## config.mk

```make
export PLATFORM = sky130hd
export DESIGN_NAME = kanagawa_dsp_fmac_arbiter
export DESIGN_NICKNAME = d
export VERILOG_FILES = /design/src/rtl/kanagawa_dsp_arb_pkg.sv /design/src/rtl/kanagawa_rr_pick.sv /design/src/rtl/kanagawa_dsp_fmac_arbiter.sv
export SDC_FILE = /design/constraint.sdc
export NUM_CORES = 1
export LEC_CHECK = 0
export CORE_AREA = 5 5 154 156
export DETAILED_ROUTE_END_ITERATION = 10
export DIE_AREA = 0 0 159 161
export GPL_TIMING_DRIVEN = 1
export PLACE_DENSITY = 0.67
export SETUP_SLACK_MARGIN = 0.4
export SLEW_MARGIN = 25
export SYNTH_ARGS = -nofsm -noshare
export SYNTH_HDL_FRONTEND = slang
export SYNTH_SLANG_ARGS = --single-unit
```

## constraint.sdc

```tcl
create_clock -name clk -period 10.16 [get_ports clk]
set_clock_uncertainty 0.05 [all_clocks]
set_input_delay 1.016 -clock clk [delete_from_list [all_inputs] [get_ports clk]]
set_output_delay 1.016 -clock clk [all_outputs]
set_load 0.02 [all_outputs]
```

## src/rtl/kanagawa_dsp_arb_pkg.sv

```systemverilog
// Shared types for the fmac32 arbiter: FSM state, tag pipeline entry, fp32 constants.
package kanagawa_dsp_arb_pkg;

  localparam int MAX_ID_W = 4;

  typedef enum logic {
    IDLE  = 1'b0,
    OWNED = 1'b1
  } state_t;

  typedef struct packed {
    logic                valid;
    logic [MAX_ID_W-1:0] id;
  } tag_t;

  localparam logic [31:0] FP32_ZERO = 32'h0000_0000;

endpackage

```

## src/rtl/kanagawa_rr_pick.sv

```systemverilog
// Combinational round-robin picker: one-hot grant to the first valid requester
// at or after rr_ptr, wrapping modulo NUM_REQ; all zeros when nothing is valid.
module kanagawa_rr_pick
  import kanagawa_dsp_arb_pkg::*;
#(
  parameter int NUM_REQ = 4,
  parameter int ID_W    = 2
) (
  input  logic [NUM_REQ-1:0] valid,
  input  logic [ID_W-1:0]    rr_ptr,
  output logic [NUM_REQ-1:0] grant
);

  logic [ID_W-1:0] idx;
  logic            found;

  always_comb begin
    grant = '0;
    found = 1'b0;
    idx   = '0;
    for (int k = 0; k < NUM_REQ; k++) begin
      idx = ID_W'((int'(rr_ptr) + k) % NUM_REQ);
      if (!found && valid[idx]) begin
        grant[idx] = 1'b1;
        found      = 1'b1;
      end
    end
  end

endmodule

```

## src/rtl/kanagawa_dsp_fmac_arbiter.sv

```systemverilog
// Shares one fmac32 among NUM_REQ requesters; a multi-op chain locks the DSP to its owner
// because the accumulator carries state. Only the final sum returns, steered by a tag pipe.
module kanagawa_dsp_fmac_arbiter
  import kanagawa_dsp_arb_pkg::*;
#(
  parameter int NUM_REQ = 4,
  parameter int LATENCY = 4
) (
  input  logic                    clk,
  input  logic                    rst_n,
  input  logic [NUM_REQ-1:0]      req_valid_in,
  output logic [NUM_REQ-1:0]      req_ready_out,
  input  logic [NUM_REQ*32-1:0]   req_x_in,
  input  logic [NUM_REQ*32-1:0]   req_y_in,
  input  logic [NUM_REQ-1:0]      req_last_in,
  output logic [NUM_REQ-1:0]      resp_valid_out,
  output logic [31:0]             resp_result_out,
  output logic [31:0]             dsp_x_out,
  output logic [31:0]             dsp_y_out,
  output logic                    dsp_accumulate_out,
  output logic                    dsp_valid_out,
  input  logic [31:0]             dsp_result_in,
  output logic                    busy_out
);

  localparam int ID_W = $clog2(NUM_REQ);

  state_t              state;
  logic [ID_W-1:0]     owner;
  logic [ID_W-1:0]     rr_ptr;

  logic [NUM_REQ-1:0]  pick_grant;
  logic [ID_W-1:0]     pick_id;
  logic [ID_W-1:0]     acc_id;
  logic [ID_W-1:0]     rr_next;
  logic                accept;
  logic                acc_last;
  logic [31:0]         acc_x;
  logic [31:0]         acc_y;

  tag_t                tags [LATENCY+1];

  kanagawa_rr_pick #(
    .NUM_REQ (NUM_REQ),
    .ID_W    (ID_W)
  ) u_pick (
    .valid  (req_valid_in),
    .rr_ptr (rr_ptr),
    .grant  (pick_grant)
  );

  always_comb begin
    pick_id = '0;
    for (int i = 0; i < NUM_REQ; i++) begin
      if (pick_grant[i]) pick_id = ID_W'(i);
    end
  end

  // Ready is forced low while in reset so every output reads 0 during reset.
  assign req_ready_out = !rst_n           ? '0 :
                         (state == OWNED) ? (NUM_REQ'(1) << owner) :
                                            pick_grant;

  assign acc_id   = (state == OWNED) ? owner : pick_id;
  assign accept   = |(req_valid_in & req_ready_out);
  assign acc_x    = req_x_in[int'(acc_id)*32 +: 32];
  assign acc_y    = req_y_in[int'(acc_id)*32 +: 32];
  assign acc_last = req_last_in[acc_id];
  assign rr_next  = (acc_id == ID_W'(NUM_REQ - 1)) ? '0 : acc_id + ID_W'(1);

  always_ff @(posedge clk or negedge rst_n) begin
    if (!rst_n) begin
      state  <= IDLE;
      owner  <= '0;
      rr_ptr <= '0;
    end else if (accept) begin
      case (state)
        IDLE: begin
          if (acc_last) begin
            rr_ptr <= rr_next;
          end else begin
            state <= OWNED;
            owner <= acc_id;
          end
        end
        OWNED: begin
          if (acc_last) begin
            state  <= IDLE;
            rr_ptr <= rr_next;
          end
        end
        default: state <= IDLE;
      endcase
    end
  end

  // The first op of every chain clears the DSP accumulator, so no DSP reset is needed.
  always_ff @(posedge clk or negedge rst_n) begin
    if (!rst_n) begin
      dsp_valid_out      <= 1'b0;
      dsp_x_out          <= FP32_ZERO;
      dsp_y_out          <= FP32_ZERO;
      dsp_accumulate_out <= 1'b0;
    end else begin
      dsp_valid_out <= accept;
      if (accept) begin
        dsp_x_out          <= acc_x;
        dsp_y_out          <= acc_y;
        dsp_accumulate_out <= (state == OWNED);
      end
    end
  end

  always_ff @(posedge clk or negedge rst_n) begin
    if (!rst_n) begin
      for (int k = 0; k <= LATENCY; k++) tags[k] <= '0;
    end else begin
      tags[0] <= '{valid: accept && acc_last, id: MAX_ID_W'(acc_id)};
      for (int k = 1; k <= LATENCY; k++) tags[k] <= tags[k-1];
    end
  end

  always_ff @(posedge clk or negedge rst_n) begin
    if (!rst_n) begin
      resp_valid_out  <= '0;
      resp_result_out <= FP32_ZERO;
    end else begin
      resp_valid_out <= tags[LATENCY].valid ? (NUM_REQ'(1) << tags[LATENCY].id) : '0;
      if (tags[LATENCY].valid) resp_result_out <= dsp_result_in;
    end
  end

  always_comb begin
    busy_out = (state == OWNED);
    for (int k = 0; k <= LATENCY; k++) busy_out = busy_out | tags[k].valid;
  end

endmodule

```

### Word-level counts from Yosys, hierarchy flattened

Cells that the tools add are included.

| operators by class | value |
|---|---|
| add/sub/neg operators | 4 |
| multipliers | 0 |
| div/mod/pow operators | 0 |
| $lt $le $gt $ge | 9 |
| eq/ne operators | 1 |
| shift-type cells | 4 |
| muxes and demuxes | 35 |
| bitwise logic cells | 11 |
| reduce and logical (&&, ||, !) cells | 14 |

Operators with widths:

| cell | count |
|---|---|
| 128-bit by 8-bit variable part select with 32-bit output | 2 |
| 4-bit two-way mux | 7 |
| 2-bit by 3-bit < comparator with 1-bit output (second input constant) | 5 |
| 1-bit two-way mux | 14 |
| 4-bit bitwise OR | 3 |
| 1-bit binary-select mux with 2-bit select | 5 |
| 2-bit two-way mux | 5 |
| 1-bit demux with 2-bit select | 4 |
| 2-bit by 1-bit >= comparator with 1-bit output (second input constant) | 4 |
| 1-bit logical AND | 8 |
| 1-bit by 2-bit << shifter with 4-bit output (first input constant) | 2 |
| 1-bit bitwise OR | 5 |
| 2-bit by 1-bit adder with 2-bit output (second input constant) | 2 |
| 2-bit adder (second input constant) | 2 |
| 4-bit bitwise AND | 1 |
| 4-bit OR reduction | 1 |
| 1-bit zero test | 3 |
| 3-bit AND reduction | 1 |
| 2-bit == test (second input constant) | 1 |
| 1-bit inverter | 2 |
| 2-bit AND reduction | 1 |

| storage, ports and cells | value |
|---|---|
| bits in registers | 122 |
| latch bits | 0 |
| RAM bits | 0 |
| bits in read-only memories | 0 |
| input port bits | 298 |
| output and inout port bits | 107 |
| logic and storage cells | 97 |
| memories | 0 |

### Longest topological paths before layout

Gate-level depths: netlist of the first run.

| logic depth | value |
|---|---|
| depth after elaboration | 20 |
| gate-level depth with buffers | 15 |
| depth with buffers taken out | 11 |

### Cells and area by module

Synthesis of the first run repeated with hierarchy kept, for this count alone.

| second synthesis, totals | value |
|---|---|
| cell total of the unflattened synthesis | 540 |
| area, all modules | 6551.3 µm² |

Modules (own cells, without submodules):

| module | instances | cells an instance | area an instance (µm²) | sequential area each (µm²) |
|---|---|---|---|---|
| kanagawa_dsp_fmac_arbiter | 1 | 504 | 6213.5 | 3052.9 |
| kanagawa_rr_pick | 1 | 36 | 337.8 | 0.0 |

### Worst setup path after synthesis of the first run

Ideal clock, no wire load.

| timing path | value |
|---|---|
| path type | register to output |
| start | reg rr_ptr[0] |
| end | out req_ready_out[1] |
| arrival time | 2.794 ns |
| data required time | 9.094 ns |
| slack | 6.300 ns |
| cell stages (with the launch flop) | 10 |
| path buffers | 2 |
| cell sequence | dfrtp_1 -> buf_6 -> buf_2 -> inv_1 -> ha_1 -> mux4_2 -> nor2b_1 -> o31ai_2 -> nand2_1 -> a21boi_0 |

| between the ends | value |
|---|---|
| word-level cells in the longest chain between the ends | 14 |
| elaborated cells on any way between the ends | 49 |
| classes of those cells | 3 x add/sub; 8 x order compare; 25 x mux; 3 x bitwise; 10 x reduce/logical |

Ends and longest elaborated chain:

| item | RTL line | RTL |
|---|---|---|
| start: declaration | kanagawa_dsp_fmac_arbiter.sv:30 | `logic [ID_W-1:0] rr_ptr;` |
| start signal: assignment | kanagawa_dsp_fmac_arbiter.sv:80 | `rr_ptr <= rr_next;` |
| start signal: assignment | kanagawa_dsp_fmac_arbiter.sv:89 | `rr_ptr <= rr_next;` |
| branches (longest 11 deep; another with 2-bit by 3-bit < comparator with 1-bit output) | n/a |  |
| 4-bit two-way mux * | kanagawa_rr_pick.sv:23 | `if (!found && valid[idx]) begin` |
| 4-bit two-way mux * | kanagawa_dsp_fmac_arbiter.sv:61 | `(state == OWNED) ? (NUM_REQ'(1) << owner) :` |
| 4-bit two-way mux * | kanagawa_dsp_fmac_arbiter.sv:60 | `assign req_ready_out = !rst_n ? '0 :` |
| end: declaration | kanagawa_dsp_fmac_arbiter.sv:12 | `output logic [NUM_REQ-1:0] req_ready_out,` |

Every way passes the cells marked *. The select of a mux whose other input is x is not followed.

### Worst setup path in the final report of the first run

Same ends and word-level chain as after synthesis.

==> reports/qor.csv, run 1 <==
stage;metric;value;unit
run_status;outcome;finished clean;
global_route;antenna violations before repair;4;
global_route;grt ovf;0;
clock_network;Clock Latency Late Sink;0.41;ns
sta;slew margin rel.;47.2;%
detailed_routing;DRC viols;0;
clock_network;clk buf depth;2;
detailed_routing;Detailed Routing Iterations Pass 1;4;
yosys;cell taking the most area after synthesis;dfrtp_1;
placement;routability congestion estimate;0.854;
sta;Period minus WS final;5.17;ns
power;Power Total;4.12;mW
sta;Worst-Margin Slew;0.793;ns
critical_path;slowest CP cell;dfrtp_1;
yosys;Avg Cell Area, Syn;12.8;um^2
yosys;Unique masters post-synth;54;
sta;endpoints failing setup;0;
global_route;pin count of the biggest net entering global routing;93;
clock_network;clock sink count;122;
sta;Slew Limit Fails;0;
power;Lkg Pwr;5.46;nW
clock_network;CTS resizes;0;
floorplanning;Die Height;161;um
floorplanning;Initial Util;33.1;%
yosys;Primary FF master, synth;dfrtp_1;
sta;final period utilization;50.9;%
cells_and_area;share of cells above drive strength 1;15.3;%
yosys;combined area of all synthesized cells;7350;um^2
clock_network;H-tree depth;4;
yosys;top-count cell post-synth;mux2i_1;
floorplanning;Die Width;159;um
floorplanning;Die ar.;25600;um^2
placement;DPL Wire Length;20.6;mm
yosys;synth top area cells;dfrtp_1 (42%), mux2i_1 (27%), mux2_2 (12%), mux2_4 (4.1%), buf_6 (2.5%);
clock_network;Root Driver;clkbuf_16;
yosys;EDFF count, synth;0;
cells_and_area;Non-Filler Instances;1260;
detailed_routing;Vias;6081;
placement;cell count after placement;1226;
critical_path;slowest stage delay, CP;0.84;ns
global_route;gr usage total;19.7;%
clock_network;CTS tree;yes;
clock_network;postcts setup bufs;0;
clock_network;Num CTS Buffers;17;
critical_path;Buf/Inv on CP;2;
yosys;Synth Register Bits;122;
yosys;Yosys top cell area share;41.6;%
cells_and_area;Final #Nets;1264;
floorplanning;boundary pin count;405;
yosys;sequential-to-total area share from yosys stat;41.6;%
yosys;most frequent cells after synthesis;mux2i_1 (196), dfrtp_1 (122), mux2_2 (78);
cells_and_area;Final Cell Area;12100;um^2
critical_path;crit start category;flip-flop;
critical_path;crit-path cells;inv_1 -> ha_1 -> mux4_2 -> nor2b_1 -> o31ai_2 -> nand2_1 -> a21boi_0 -> clkdlybuf4s50_1;
clock_network;hold buffer count at CTS;0;
global_route;vias in the first global route;6417;
global_route;first-pass GRT wire length;38.9;mm
cells_and_area;area grow syn2layout;64.6;%
sta;RSZ-0062 raised after global routing;false;
critical_path;critical path class;reg2out;
power;PwrDens;341;nW/um^2
placement;buffers added on ports;404;
yosys;ys async rst share;100;%
critical_path;critical path capture point type;output port;
placement;DP Area;11500;um^2
sta;endpoints failing hold;0;
power;VDD IR max;243;uV
critical_path;CP top delay family;flip-flops;
critical_path;CP Max Fanout;22;
floorplanning;row count;55;
yosys;syn_nets;877;
detailed_routing;initial drt markers;264;
critical_path;required time of the critical path;9.09;ns
floorplanning;total core area;22200;um^2
clock_network;clock-pin slew on the worst setup and hold paths;0.06;ns
detailed_routing;post-DR wirelength/cell;20.8;um
detailed_routing;vias per cell;4.83;
detailed_routing;final WL;26.2;mm
critical_path;worst path arrival time;4.11;ns
job;maxcap violations;0;
yosys;post-synthesis instance total;573;
sta;setup_tns;0;ns
sta;fmax;0.193;GHz
hold_path;Hold Path Class;reg2reg;
detailed_routing;antenna-violating nets left;0;
yosys;Yosys warning total;0;
==> sequential cells by signal (all words and copies together) (netlist names) <==
register,flops
resp_valid_out,4
rr_ptr,2
resp_result_out,32
tags,15
dsp_x_out,32
dsp_accumulate_out,1
dsp_valid_out,1
owner,2
dsp_y_out,32
state,1
==> area by class of cell <==
cell class	instances	area (um^2)
clock buffer	17	425
antenna	3	7.51
inverter	9	35.0
timing repair buffer	410	4110
multi-input combinational	400	3960
fill	1985	10100
clock inverter	14	148
sequential	122	3050
tap	285	357
==> cells in the final DEF, fill, tap and decap left out, types with 2 or more instances in the layout <==
cell             netlist  layout
bufinv_16              0       2
nand3_1                3       3
clkbuf_16              0      17
a22oi_1                2       2
mux4_2                 4       4
a31oi_1                2       2
o211ai_1               3       3
clkinvlp_4             0       5
o21ai_0                6       6
buf_4                  2       4
and2_1                 2       2
clkdlybuf4s50_1        0     403
nand3b_1               3       3
nor3b_1                2       2
or3b_1                 3       3
mux2_4                20      20
clkinv_4               0       2
nand2_1               14      14
a21oi_1                5       5
nor4b_1                2       2
mux2i_1              196     196
buf_6                 16       2
inv_1                  8       8
inv_6                  0       2
dfrtp_1              122     122
diode_2                0       3
o21ai_1                3       3
ha_1                   6       6
nor2b_1                6       6
and3_1                 4       4
nand3_2                2       2
clkinv_2               0       4
o21a_1                 4       3
nor2_1                 6       6
o22ai_1                2       2
mux2_2                78      78
==> power by group <==
part / switching, mW / total, mW / internal [mW]
Combinational: 1.27 / 2.65 / 1.38
Sequential: 0.148 / 0.882 / 0.734
Clock: 0.227 / 0.587 / 0.360
Total: 1.65 / 4.12 / 2.47
==> final timing paths <==
kind,start,depth (start not counted),to,slack (ns)
worst max-delay path,rr_ptr[0],8,req_ready_out[1],4.99
worst min-delay path,tags[5],0,tags[0],0.29
worst max register to register,rr_ptr[0],10,dsp_y_out[23],5.30
worst min register to register,tags[5],0,tags[0],0.29
max in group asynchronous,rst_n,3,resp_valid_out[2],8.03
min in group asynchronous,rst_n,1,tags[1],0.46
==> kinds of logic after synthesis <==
| kind of cell | after synthesis | share of synthesized area [%] |
|---|---|---|
| simple gates | 55 | 4.65 |
| fa+ha+maj | 6 | 1.02 |
| flops | 122 | 41.6 |
| compound gates | 41 | 4.04 |
| buf+inv | 51 | 4.77 |
| mux | 298 | 44.0 |
==> routing by layer <==
metal | vias up | routed length (um) | GRT usage [%]
met1 | 2896 | 10100 | 22.2
met3 | 23 | 2180 | 8.22
met4 | 2 | 477 | 5.23
li1 | 2913 | - | -
met5 | - | 13 | 0
met2 | 247 | 13400 | 34.6
==> per-stage QoR <==
stage	setup WS (ns)	util [%]	hold WS, ns
after floorplan	6.30	-	0.281
after global placement	4.96	51.8	0.281
after detailed placement	4.94	51.8	0.285
after CTS	4.95	54.4	0.298
after global routing	4.74	54.4	0.298
final	4.99	54.4	0.295
Power figures use the tool's default switching activity.
==> run 2, diff against run 1 <==
- PLACE_DENSITY: 0.67 -> 0.69
- clock period: 10.16 -> 4.6 ns (I/O delays scaled with it)
==> run 2 against run 1 <==
First-iteration DRC count shrank 44%. Count of clock-buffer cells in the layout grew 1. Critical path depth is the same. Final area grew 1.4%. Sequential share of layout area shrank 0.35 points. Non-clock buffer count grew 12. Sequential power grew 120%. Global-route usage grew 0.099 points. Die area is the same. Routed wire length grew 0.80%. Combinational power grew 130%. Worst hold slack lost 0.0030 ns.
==> reports/qor.csv, run 2 (synthesis results as in run 1) <==
stage;metric;value;unit
run_status;outcome;finished clean;
power;VDD IR max;355;uV
floorplanning;Die Width;159;um
sta;Hold Worst Slack;0.292;ns
floorplanning;Die ar.;25600;um^2
power;Clk pwr share;14.1;%
global_route;pin count of the biggest net entering global routing;77;
global_route;antenna violations before repair;1;
job;maxcap violations;0;
clock_network;clk buf depth;2;
detailed_routing;final WL;26.4;mm
sta;endpoints failing hold;0;
cells_and_area;Final #Nets;1276;
critical_path;R2R setup slack;0.95;ns
hold_path;Hold Path Class;reg2reg;
sta;Worst-Margin Slew;0.697;ns
clock_network;CTS tree;yes;
critical_path;crit-path cells;inv_1 -> ha_1 -> mux4_2 -> nor2b_1 -> o31ai_4 -> nand2_1 -> a21boi_0 -> clkdlybuf4s50_1;
clock_network;clock-pin slew on the worst setup and hold paths;0.06;ns
placement;routability congestion estimate;0.881;
critical_path;CP top delay family;buffers and inverters;
cells_and_area;area grow syn2layout;67.0;%
power;PwrDens;768;nW/um^2
critical_path;crit start category;flip-flop;
cells_and_area;share of cells above drive strength 1;16.4;%
clock_network;clock sink count;122;
placement;DP Area;11700;um^2
cells_and_area;most common cell after layout, fill and taps aside;clkdlybuf4s50_1;
power;Lkg Pwr;5.55;nW
power;Cell Int Power;5.66;mW
detailed_routing;antenna-violating nets left;0;
detailed_routing;Vias;6203;
power;NetSw;3.77;mW
global_route;grt ovf;0;
power;Combinational Power Share;65.4;%
critical_path;critical path class;reg2out;
cells_and_area;most frequent cells in the layout;clkdlybuf4s50_1 (403), mux2i_1 (196), dfrtp_1 (121);
sta;slew margin rel.;53.5;%
clock_network;Clock Latency Late Sink;0.41;ns
sta;final period utilization;86.2;%
cells_and_area;Non-Filler Instances;1271;
placement;DPL Wire Length;21.2;mm
sta;setup_tns;0;ns
power;Sw Share;40.0;%
critical_path;Buf/Inv on CP;2;
sta;endpoints failing setup;0;
detailed_routing;DRC viols;0;
detailed_routing;post-DR wirelength/cell;20.8;um
cells_and_area;Final Cell Area;12300;um^2
critical_path;CP Max Fanout;8;
critical_path;required time of the critical path;4.09;ns
floorplanning;Die Height;161;um
cells_and_area;Top Registers;dsp_x_out (32), dsp_y_out (32), resp_result_out (32);
placement;cell count after placement;1237;
critical_path;critical path capture point type;output port;
floorplanning;Initial Util;33.1;%
clock_network;H-tree depth;4;
detailed_routing;initial drt markers;148;
floorplanning;boundary pin count;405;
critical_path;slowest stage delay, CP;0.63;ns
sta;Slew Limit Fails;0;
detailed_routing;Detailed Routing Iterations Pass 1;4;
critical_path;slowest CP cell;mux4_2;
sta;RSZ-0062 raised after global routing;false;
power;Sequential Power Share;20.5;%
floorplanning;total core area;22200;um^2
sta;fmax;0.252;GHz
global_route;vias in the first global route;6664;
power;Power Total;9.43;mW
clock_network;Num CTS Buffers;17;
floorplanning;row count;55;
global_route;first-pass GRT wire length;39.8;mm
detailed_routing;vias per cell;4.88;
clock_network;Root Driver;clkbuf_16;
placement;buffers added on ports;404;
global_route;gr usage total;19.8;%
sta;Period minus WS final;3.97;ns
critical_path;worst path arrival time;3.46;ns
[run 2: metrics by stage]
stage,util [%],setup WS (ns)
finish,55.2,0.634
global route,55.2,0.432
CTS,55.1,0.414
detailed placement,52.4,0.511
global placement,52.4,0.544
floorplan,-,1.22
[run 2: power by group through the flow]
stage / Sequential, mW / Clock [mW] / Combinational, mW
final: 1.93 / 1.33 / 6.17
after global routing: 2.00 / 1.42 / 6.58
after CTS: 1.94 / 1.37 / 6.25
after detailed placement: 1.94 / 0 / 6.24
after global placement: 1.93 / 0 / 6.19
after floorplan: 2.44 / 0 / 3.69
[run 2: routing by layer]
metal / global-route usage, % / vias up / part of all wire, %
li1: - / 2920 / -
met1: 22.3 / 3001 / 38
met2: 35.5 / 255 / 52
met3: 7.20 / 27 / 8.2
met4: 5.51 / 0 / 1.8
met5: 0 / - / 0
[run 2: what timing repair did]
action	in CTS	in global routing
hold endpoints to repair	46	0
setup buffers	0	0
resized for setup	0	3
endpoints found under the setup margin	0	51
hold buffers	1	0
[run 2: layout make-up]
type	count	area [um^2]
inverter	9	36.3
sequential	122	3050
antenna	1	2.50
clock inverter	14	148
fill	1963	9960
clock buffer	18	439
timing repair buffer	422	4260
tap	285	357
multi-input combinational	400	3970
[run 2: final timing paths]
kind,from,endpoint,cells past startpoint
min in group asynchronous,rst_n,resp_result_out[19],2
setup reg to reg,rr_ptr[1],dsp_x_out[16],11
hold / removal,tags[20],tags[15],0
max in group asynchronous,rst_n,tags[20],3
hold reg to reg,tags[20],tags[15],0
setup / recovery,rr_ptr[1],req_ready_out[1],8
[run 2: worst reg2reg max path, cell delays in order, from the launching register on]
cell,delay (ns)
dfrtp_2,0.46
inv_1,0.12
ha_1,0.43
mux4_2,0.63
nor2b_1,0.14
o21ai_1,0.12
nand3_2,0.17
o21a_4,0.35
buf_12,0.33
mux2i_1,0.35
mux2i_1,0.12
mux2_4,0.27
==> run 3, diff against run 2 <==
- CORE_AREA: 5 5 154 156 -> unset
- CORE_MARGIN: unset -> 5
- CORE_UTILIZATION: unset -> 30
- DIE_AREA: 0 0 159 161 -> unset
- PLACE_DENSITY: 0.69 -> 0.63
==> run 3 against run 2 <==
Core utilization shrank 4.5 points. Worst hold slack got worse by 0.28 ns. Routed wire length shrank 4.8%. Total power shrank 0.44%. Setup slack worse by 0.014 ns. Register-to-register slack is essentially flat. Flip-flop and latch count is the same. Final cell count grew 2.8%. First-iteration DRC count increased by 52%. Maximum frequency is 0.35% lower. Final area rose by 0.21%.
==> reports/qor.csv, run 3 (synthesis results as in run 1) <==
stage;metric;value;unit
detailed_routing;post-DR wirelength/cell;19.3;um
clock_network;postcts setup bufs;0;
critical_path;worst path arrival time;3.47;ns
detailed_routing;initial drt markers;225;
floorplanning;boundary pin count;405;
critical_path;required time of the critical path;4.09;ns
placement;DP Area;11600;um^2
clock_network;clock-pin slew on the worst setup and hold paths;0.06;ns
clock_network;hold buffer count at CTS;0;
placement;DPL Wire Length;19.7;mm
floorplanning;Die Width;166;um
floorplanning;Die Height;166;um
critical_path;crit start category;flip-flop;
cells_and_area;area grow syn2layout;67.4;%
hold_path;Hold Path Class;in2async;
detailed_routing;Vias;6040;
sta;Worst-Margin Slew;0.762;ns
cells_and_area;most frequent cells in the layout;clkdlybuf4s50_1 (403), mux2i_1 (196), dfrtp_1 (121);
critical_path;CP Max Fanout;8;
cells_and_area;Final #Nets;1272;
detailed_routing;Detailed Routing Iterations Pass 1;4;
sta;endpoints failing setup;0;
power;Lkg Pwr;5.55;nW
power;Sw Share;39.4;%
global_route;gr usage total;17.6;%
detailed_routing;vias per cell;4.62;
power;Clk pwr share;15.6;%
global_route;antenna violations before repair;1;
floorplanning;total core area;24200;um^2
job;maxcap violations;0;
global_route;vias in the first global route;6401;
placement;buffers added on ports;404;
cells_and_area;Util after Layout;50.7;%
clock_network;Root Driver;clkbuf_16;
cells_and_area;most common cell after layout, fill and taps aside;clkdlybuf4s50_1;
power;Sequential Power Share;20.4;%
cells_and_area;Non-Filler Instances;1306;
sta;slew margin rel.;49.2;%
power;NetSw;3.70;mW
clock_network;H-tree depth;4;
run_status;outcome;finished clean;
sta;Period minus WS final;3.98;ns
power;Combinational Power Share;64.0;%
power;Cell Int Power;5.69;mW
clock_network;clock sink count;122;
detailed_routing;antenna-violating nets left;0;
clock_network;clk buf depth;2;
detailed_routing;final WL;25.2;mm
detailed_routing;DRC viols;0;
floorplanning;Initial Util;30.3;%
floorplanning;Die ar.;27700;um^2
clock_network;Clock Latency Late Sink;0.41;ns
global_route;grt ovf;0;
power;VDD IR max;419;uV
power;PwrDens;763;nW/um^2
cells_and_area;Final Cell Area;12300;um^2
sta;setup_tns;0;ns
sta;fmax;0.251;GHz
critical_path;critical path capture point type;output port;
placement;cell count after placement;1273;
cells_and_area;Top Registers;dsp_x_out (32), dsp_y_out (32), resp_result_out (32);
sta;endpoints failing hold;0;
critical_path;critical path class;reg2out;
clock_network;Num CTS Buffers;17;
cells_and_area;share of cells above drive strength 1;16.2;%
sta;final period utilization;86.5;%
clock_network;CTS tree;yes;
sta;RSZ-0062 raised after global routing;false;
placement;routability congestion estimate;0.835;
floorplanning;row count;57;
global_route;first-pass GRT wire length;38.1;mm
global_route;pin count of the biggest net entering global routing;76;
sta;Slew Limit Fails;0;
-- run 3: stage by stage --
step | setup WS, ns | hold WS [ns] | power, mW
5_1_grt | 0.402 | 0.0552 | 9.98
6_report | 0.620 | 0.0162 | 9.39
2_1_floorplan | 1.22 | 0.114 | 6.12
3_5_place_dp | 0.540 | 0.285 | 8.02
4_1_cts | 0.464 | 0.0296 | 9.55
3_3_place_gp | 0.632 | 0.282 | 7.96
-- run 3: final cells by class --
| class | count | area [um^2] |
|---|---|---|
| Sequential cell | 122 | 3050 |
| Timing Repair Buffer | 418 | 4190 |
| Clock inverter | 15 | 214 |
| Clock buffer | 17 | 425 |
| Multi-Input combinational cell | 400 | 3970 |
| Inverter | 9 | 35.0 |
| Fill cell | 2221 | 12000 |
| Tap cell | 324 | 405 |
| Antenna cell | 1 | 2.50 |
-- run 3: power by group through the flow --
stage | clock, mW | combinational (mW) | sequential (mW)
after global placement | 0 | 6.04 | 1.92
after global routing | 1.56 | 6.43 | 1.99
after CTS | 1.51 | 6.12 | 1.92
after detailed placement | 0 | 6.09 | 1.93
after floorplan | 0 | 3.69 | 2.44
final | 1.46 | 6.01 | 1.92
-- run 3: what timing repair did --
item	in CTS	in global routing
resized for setup	1	1
setup endpoints to repair	1	2
cloned	0	0
-- run 3: final timing paths --
path                            startpoint                  end  slack, ns  depth (start not counted)
worst max-delay path             rr_ptr[1]     req_ready_out[1]       0.62                          8
worst min-delay path                 rst_n  resp_result_out[22]       0.02                          1
worst max register to register   rr_ptr[1]        dsp_y_out[21]       0.96                         12
worst min register to register    tags[16]             tags[11]       0.29                          0
max in group asynchronous            rst_n        dsp_y_out[25]       3.23                          2
min in group clk                  tags[16]             tags[11]       0.29                          0
-- run 3: critical path, stage by stage (launching register included) --
cell and delay, ns:
dfrtp_2 0.46, inv_1 0.11, ha_1 0.44, mux4_2 0.63, nor2b_1 0.19, o31ai_4 0.30
nand2_1 0.09, a21boi_0 0.19, clkdlybuf4s50_1 0.64
-- run 3: per-layer routing --
layer / GRT usage (%) / part of all wire [%]
met5: 0 / 0
met4: 5.30 / 2.0
met3: 6.99 / 9.1
met2: 30.6 / 50
met1: 20.0 / 38
